--- src/rtl/comb_lut_engine_if.sv ---
// Stream and configuration bundle for comb_lut_engine.
// Slave side is the engine, master side is the driver or consumer.
interface comb_lut_engine_if #(
   parameter int NUM_IN = 4,
   parameter int NUM_CH = 2
);
   localparam int TBL = 1 << NUM_IN;
   localparam int CHW = (NUM_CH > 1) ? $clog2(NUM_CH) : 1;

   logic                     in_valid;
   logic                     in_ready;
   logic [NUM_CH*NUM_IN-1:0] in_data;
   logic                     out_valid;
   logic                     out_ready;
   logic [NUM_CH-1:0]        out_data;
   logic                     cfg_wr;
   logic [CHW-1:0]           cfg_ch;
   logic [TBL-1:0]           cfg_table;
   logic                     cfg_commit;
   logic                     cfg_busy;
   logic                     cfg_err;

   modport master (
      output in_valid, in_data, out_ready, cfg_wr, cfg_ch, cfg_table, cfg_commit,
      input  in_ready, out_valid, out_data, cfg_busy, cfg_err
   );

   modport slave (
      input  in_valid, in_data, out_ready, cfg_wr, cfg_ch, cfg_table, cfg_commit,
      output in_ready, out_valid, out_data, cfg_busy, cfg_err
   );
endinterface

--- src/rtl/comb_lut_engine.sv ---
// Multi-channel registered truth-table evaluator with a shadow table bank
// that is committed to the active bank once the output register has drained.
module comb_lut_lane #(
   parameter int             NUM_IN = 4,
   parameter int             TBL    = 16,
   parameter logic [TBL-1:0] INIT   = '0
) (
   input  logic              clk,
   input  logic              rst_n,
   input  logic              wr_en,
   input  logic [TBL-1:0]    wr_table,
   input  logic              swap,
   input  logic              eval,
   input  logic [NUM_IN-1:0] idx,
   output logic              res
);
   logic [TBL-1:0] active, shadow;

   // eval and swap are mutually exclusive: inputs are never accepted in SWAP
   always_ff @(posedge clk or negedge rst_n) begin
      if (!rst_n) begin
         active <= INIT;
         shadow <= INIT;
         res    <= 1'b0;
      end else begin
         if (wr_en) shadow <= wr_table;
         if (swap)  active <= shadow;
         if (eval)  res    <= active[idx];
      end
   end
endmodule

module comb_lut_engine #(
   parameter int NUM_IN = 4,
   parameter int NUM_CH = 2,
   parameter logic [NUM_CH*(1<<NUM_IN)-1:0] INIT_TABLE = 32'hEEE2_35A5
) (
   input logic               clk,
   input logic               rst_n,
   comb_lut_engine_if.slave  bus
);
   localparam int TBL = 1 << NUM_IN;
   localparam int CHW = (NUM_CH > 1) ? $clog2(NUM_CH) : 1;

   typedef enum logic [1:0] {RUN, DRAIN, SWAP} state_t;

   state_t                         state, state_nxt;
   logic                           out_valid_q, err_q;
   logic                           accept, swap, range_ok, wr_ok;
   logic [NUM_CH-1:0][NUM_IN-1:0]  idx;
   logic [NUM_CH-1:0]              res;

   assign idx          = bus.in_data;
   assign bus.in_ready = (state == RUN) & (~out_valid_q | bus.out_ready);
   assign accept       = bus.in_valid & bus.in_ready;
   assign range_ok     = int'(bus.cfg_ch) < NUM_CH;
   assign wr_ok        = bus.cfg_wr & (state == RUN) & range_ok;

   assign bus.out_valid = out_valid_q;
   assign bus.out_data  = res;
   assign bus.cfg_busy  = (state != RUN);
   assign bus.cfg_err   = err_q;

   always_ff @(posedge clk or negedge rst_n) begin
      if (!rst_n) begin
         state       <= RUN;
         out_valid_q <= 1'b0;
         err_q       <= 1'b0;
      end else begin
         state <= state_nxt;
         err_q <= bus.cfg_wr & ~((state == RUN) & range_ok);
         if (accept)             out_valid_q <= 1'b1;
         else if (bus.out_ready) out_valid_q <= 1'b0;
      end
   end

   // DRAIN waits until the output register is empty or being emptied this cycle
   always_comb begin
      state_nxt = state;
      swap      = 1'b0;
      case (state)
         RUN:     if (bus.cfg_commit) state_nxt = DRAIN;
         DRAIN:   if (!out_valid_q || bus.out_ready) state_nxt = SWAP;
         SWAP: begin
            swap      = 1'b1;
            state_nxt = RUN;
         end
         default: state_nxt = RUN;
      endcase
   end

   for (genvar k = 0; k < NUM_CH; k++) begin : g_lane
      comb_lut_lane #(
         .NUM_IN (NUM_IN),
         .TBL    (TBL),
         .INIT   (INIT_TABLE[k*TBL +: TBL])
      ) u_lane (
         .clk      (clk),
         .rst_n    (rst_n),
         .wr_en    (wr_ok & (bus.cfg_ch == CHW'(k))),
         .wr_table (bus.cfg_table),
         .swap     (swap),
         .eval     (accept),
         .idx      (idx[k]),
         .res      (res[k])
      );
   end
endmodule

--- src/flat_wrapper.sv ---
// flat-port wrapper written by rule: the top's interface ports become plain ports
module comb_lut_engine_flat 
#(
   parameter int NUM_IN = 4,
   parameter int NUM_CH = 2,
   parameter logic [NUM_CH*(1<<NUM_IN)-1:0] INIT_TABLE = 32'hEEE2_35A5
)
  (clk, rst_n, bus_in_valid, bus_in_data, bus_out_ready, bus_cfg_wr, bus_cfg_ch, bus_cfg_table, bus_cfg_commit, bus_in_ready, bus_out_valid, bus_out_data, bus_cfg_busy, bus_cfg_err);
  comb_lut_engine_if #(.NUM_IN(NUM_IN), .NUM_CH(NUM_CH)) bus_i ();
  input logic clk;
  input logic rst_n;
  input wire logic [$bits(bus_i.in_valid)-1:0] bus_in_valid;
  input wire logic [$bits(bus_i.in_data)-1:0] bus_in_data;
  input wire logic [$bits(bus_i.out_ready)-1:0] bus_out_ready;
  input wire logic [$bits(bus_i.cfg_wr)-1:0] bus_cfg_wr;
  input wire logic [$bits(bus_i.cfg_ch)-1:0] bus_cfg_ch;
  input wire logic [$bits(bus_i.cfg_table)-1:0] bus_cfg_table;
  input wire logic [$bits(bus_i.cfg_commit)-1:0] bus_cfg_commit;
  output wire logic [$bits(bus_i.in_ready)-1:0] bus_in_ready;
  output wire logic [$bits(bus_i.out_valid)-1:0] bus_out_valid;
  output wire logic [$bits(bus_i.out_data)-1:0] bus_out_data;
  output wire logic [$bits(bus_i.cfg_busy)-1:0] bus_cfg_busy;
  output wire logic [$bits(bus_i.cfg_err)-1:0] bus_cfg_err;
  assign bus_i.in_valid = bus_in_valid;
  assign bus_i.in_data = bus_in_data;
  assign bus_i.out_ready = bus_out_ready;
  assign bus_i.cfg_wr = bus_cfg_wr;
  assign bus_i.cfg_ch = bus_cfg_ch;
  assign bus_i.cfg_table = bus_cfg_table;
  assign bus_i.cfg_commit = bus_cfg_commit;
  assign bus_in_ready = bus_i.in_ready;
  assign bus_out_valid = bus_i.out_valid;
  assign bus_out_data = bus_i.out_data;
  assign bus_cfg_busy = bus_i.cfg_busy;
  assign bus_cfg_err = bus_i.cfg_err;
  comb_lut_engine #(.NUM_IN(NUM_IN), .NUM_CH(NUM_CH), .INIT_TABLE(INIT_TABLE)) u_core (.clk(clk), .rst_n(rst_n), .bus(bus_i));
endmodule
--- config.mk ---
export PLATFORM = sky130hd
export DESIGN_NAME = comb_lut_engine_flat
export DESIGN_NICKNAME = d
export VERILOG_FILES = /design/src/rtl/comb_lut_engine_if.sv /design/src/rtl/comb_lut_engine.sv /design/src/flat_wrapper.sv
export SDC_FILE = /design/constraint.sdc
export NUM_CORES = 1
export LEC_CHECK = 0
export BUFFER_PORTS_ARGS = -buffer_cell sky130_fd_sc_hd__buf_2
export CAP_MARGIN = 25
export CORE_MARGIN = 3
export CORE_UTILIZATION = 30
export CTS_CLUSTER_DIAMETER = 200
export DETAILED_ROUTE_END_ITERATION = 12
export SYNTH_ARGS = -nofsm -noshare
export SYNTH_HDL_FRONTEND = slang
export SYNTH_HIERARCHICAL = 1
export SYNTH_SLANG_ARGS = --single-unit
--- constraint.sdc ---
create_clock -name clk -period 1.84 [get_ports clk]
set_clock_uncertainty 0.2 [all_clocks]
set_input_delay 0.276 -clock clk [delete_from_list [all_inputs] [get_ports clk]]
set_output_delay 0.276 -clock clk [all_outputs]
set_load 0.005 [all_outputs]
==> impl_results.md <==
* CP Class: in -> out
* Synthesis Warnings at 6
* PD cells at 1700 nW/µm²
* First-pass GRT wire length at 9.39 mm
* Initial antenna violation count at 0
* Worst Setup Start Kind: input port
* Dpl cells at 337
* Max-slew headroom at the worst pin at 0.757
* Layout cell share with drive strength beyond 1 at 0.694
* Clk_lat worst skew at ~340 ps
* Critical path, cell by cell: dlygate4sd3_1 -> buf_2 -> nor2b_4 -> nor3_1 -> buf_2
* Final WL at between 5 and 6 mm
* Clock Path Buffers at 2
* Core Footprint at ~9400 µm²
* Slew Limit Fails at 0
* Clk slew on worst S/H paths at 70 ps
* Buffers on Ports at 36
* DR vias at between 1500 and 2000
* Drt via density at around 4.4
* Synthesized area at 2940 µm²
* Clock Sinks at 70
* Per-cell routed wire length at ~15 µm
* Num ports at 37
* Post-Synthesis Cells at approximately 170
* Die area at roughly 11000 µm²
* VDD IR max at between 0.4 and 0.5 mV
* Sequential share of the synthesized area at 0.610
* Most common cell after layout, fill and taps aside: mux2_2
* Post-synthesis register bit count at 70
* Nets at between 200 and 300
* Crit-path max FO at 5
* Max_cap viols at 0
* FF-to-FF End: u_core/g_lane[0].u_lane/res
* Fin util at 0.409
* Largest net degree at the start of global routing at 33
* Worst Hold End: u_core/g_lane[1].u_lane/shadow[4]
* Vias in the first global route at 1755
* Peak per-stage delay on the critical path at 540 ps
* Layout area overhead at 30.2%
* Die span in x at roughly 110 µm
* Final Cell Area at about 3800 µm²
* Dpl hpwl at approximately 4.0 mm
* Setup violators final at 0
* GP Congestion at 0.688
* CTS Buf Count at 9
* Final hold vios at 0
* Placement Cell Area at 3380 µm²
* DIE HEIGHT at 105 µm
* Post-route DRC at 0
* Cell with the most instances on the worst path: buf_2
* R2r startpoint: u_core/g_lane[0].u_lane/active[11]
* Hold Crit Depth at 2
* Setup_tns at 0 ps
* Tot Pwr at 6.50 mW
* Worst r2r path cells at 4
* Worst path arrival time at approximately 1300 ps
* GRT Resource Usage Total at 0.112
* CTS tree: yes
* # rows at 35
* DR pass1 iterations at 3
* Worst Min Path Start: bus_cfg_table[4]
* Antenna diode count at 0
* Most frequent cells in the layout: 64 x mux2_2, 36 x buf_2, 36 x dfstp_2
* Crit. End Element: output pin
* 1st-iter DRT viols at between 60 and 70
* Leak at 1.63 nW
* Final Cycle Share at 0.953
* Finished Layout Cells at approximately 370
* CTS H-Tree Depth at 3
* Post-Syn Nets at 202
* Status: finished clean
* Grt ovf at 0
* Remaining antenna violation count at 0
* Yosys cell types at 18
* Min Tclk post-route at roughly 1800 ps
* Initial Utilization at 0.314
* Slew @ Worst Pin at 365 ps
* Peak Freq at between 500 and 600 MHz
* Reg2reg setup slack at 120 ps
* RSZ-0062 raised after global routing: no
* Worst hold path type: in -> reg
* CP max stage cell: dlygate4sd3_1
* Worst path required time at between 1000 and 1500 ps
* Root Buffer: clkbuf_8
* Post-synthesis area per instance at roughly 17 µm²
[stage by stage]
stage / hold slack [ps] / setup slack [ps]
after detailed placement: 5.36 / 55.3
after floorplan: -220 / 74.3
final: 25.1 / 86.1
after global routing: 5.54 / 31.3
after global placement: 3.25 / 60.5
after CTS: 7.59 / 48.9
[cell usage after synthesis]
library cell  instances  area, µm²
a21o_1                1       7.51
a22o_1                1       8.76
and3_1                1       6.26
and3b_1               1       8.76
buf_2                 4       20.0
clkbuf_1              4       15.0
dfrtp_1              34        851
dfstp_2              36        946
inv_1                 1       3.75
mux2_2               64        721
mux2_4                2       30.0
mux2i_1               6       60.1
mux4_1                8        210
nor2_2                1       6.26
nor2b_1               3       18.8
nor2b_2               2       17.5
nor3_1                1       5.00
nor4b_1               1       8.76
[cell type report]
cell class | instances | area, µm²
clock buffers | 10 | 138
repair buffers | 63 | 478
well taps | 129 | 161
flip-flops and latches | 70 | 1800
fillers | 885 | 5540
clock inverters | 6 | 133
multi-input cells | 92 | 1120
inverters | 1 | 3.75
[power by group]
part	internal (mW)	total (mW)	switching [mW]	leakage [nW]
logic	1.22	1.83	0.608	0.710
registers	2.62	3.04	0.423	0.784
clock network	1.07	1.63	0.563	0.132
total	4.91	6.50	1.59	1.63
[how the worst max path moves through the flow]
stage                          from                                 end  slack [ps]  depth (start not counted)
floorplan           u_core/state[0]  u_core/g_lane[0].u_lane/shadow[11]          70                          4
global placement     bus_in_data[1]         u_core/g_lane[0].u_lane/res          60                          5
detailed placement   bus_in_data[1]         u_core/g_lane[0].u_lane/res          60                          5
CTS                   bus_out_ready                        bus_in_ready          50                          5
global route        u_core/state[0]                        bus_cfg_busy          30                          4
finish                bus_out_ready                        bus_in_ready          90                          5
[routing by layer]
layer / vias up / wire (µm) / track usage
li1: 758 / - / -
met1: 826 / 2740 / 0.152
met2: 35 / 2580 / 0.163
met3: 2 / 264 / 0.0457
met4: 0 / 30 / 0.0309
met5: - / 0 / 0
[flip-flops by register name, indices dropped and copies added (netlist names)]
| name | count |
|---|---|
| u_core/g_lane.u_lane/res | 2 |
| u_core/state | 2 |
| u_core/g_lane.u_lane/shadow | 32 |
| u_core/bus.out_valid | 1 |
| u_core/bus.cfg_err | 1 |
| u_core/g_lane.u_lane/active | 32 |
[cell families after synthesis]
family,count (synthesis),share of synthesized area
mux,80,0.347
flops,70,0.610
simple gates,10,0.0242
buf+inv,9,0.0132
compound gates,2,0.00553
[timing repair]
| action | in CTS | in global routing |
|---|---|---|
| setup endpoints to repair | 0 | 1 |
| hold buffers | 18 | 0 |
| buffers inserted | 0 | 0 |
| resized for setup | 0 | 1 |
| endpoints found under the hold margin | 63 | 0 |
[worst max-delay path, delay by kind of cell]
kind	cells	cell delay (ps)
and+or+nand+nor	2	190
buffers and inverters	3	810
(Power assumes the default switching activity.)
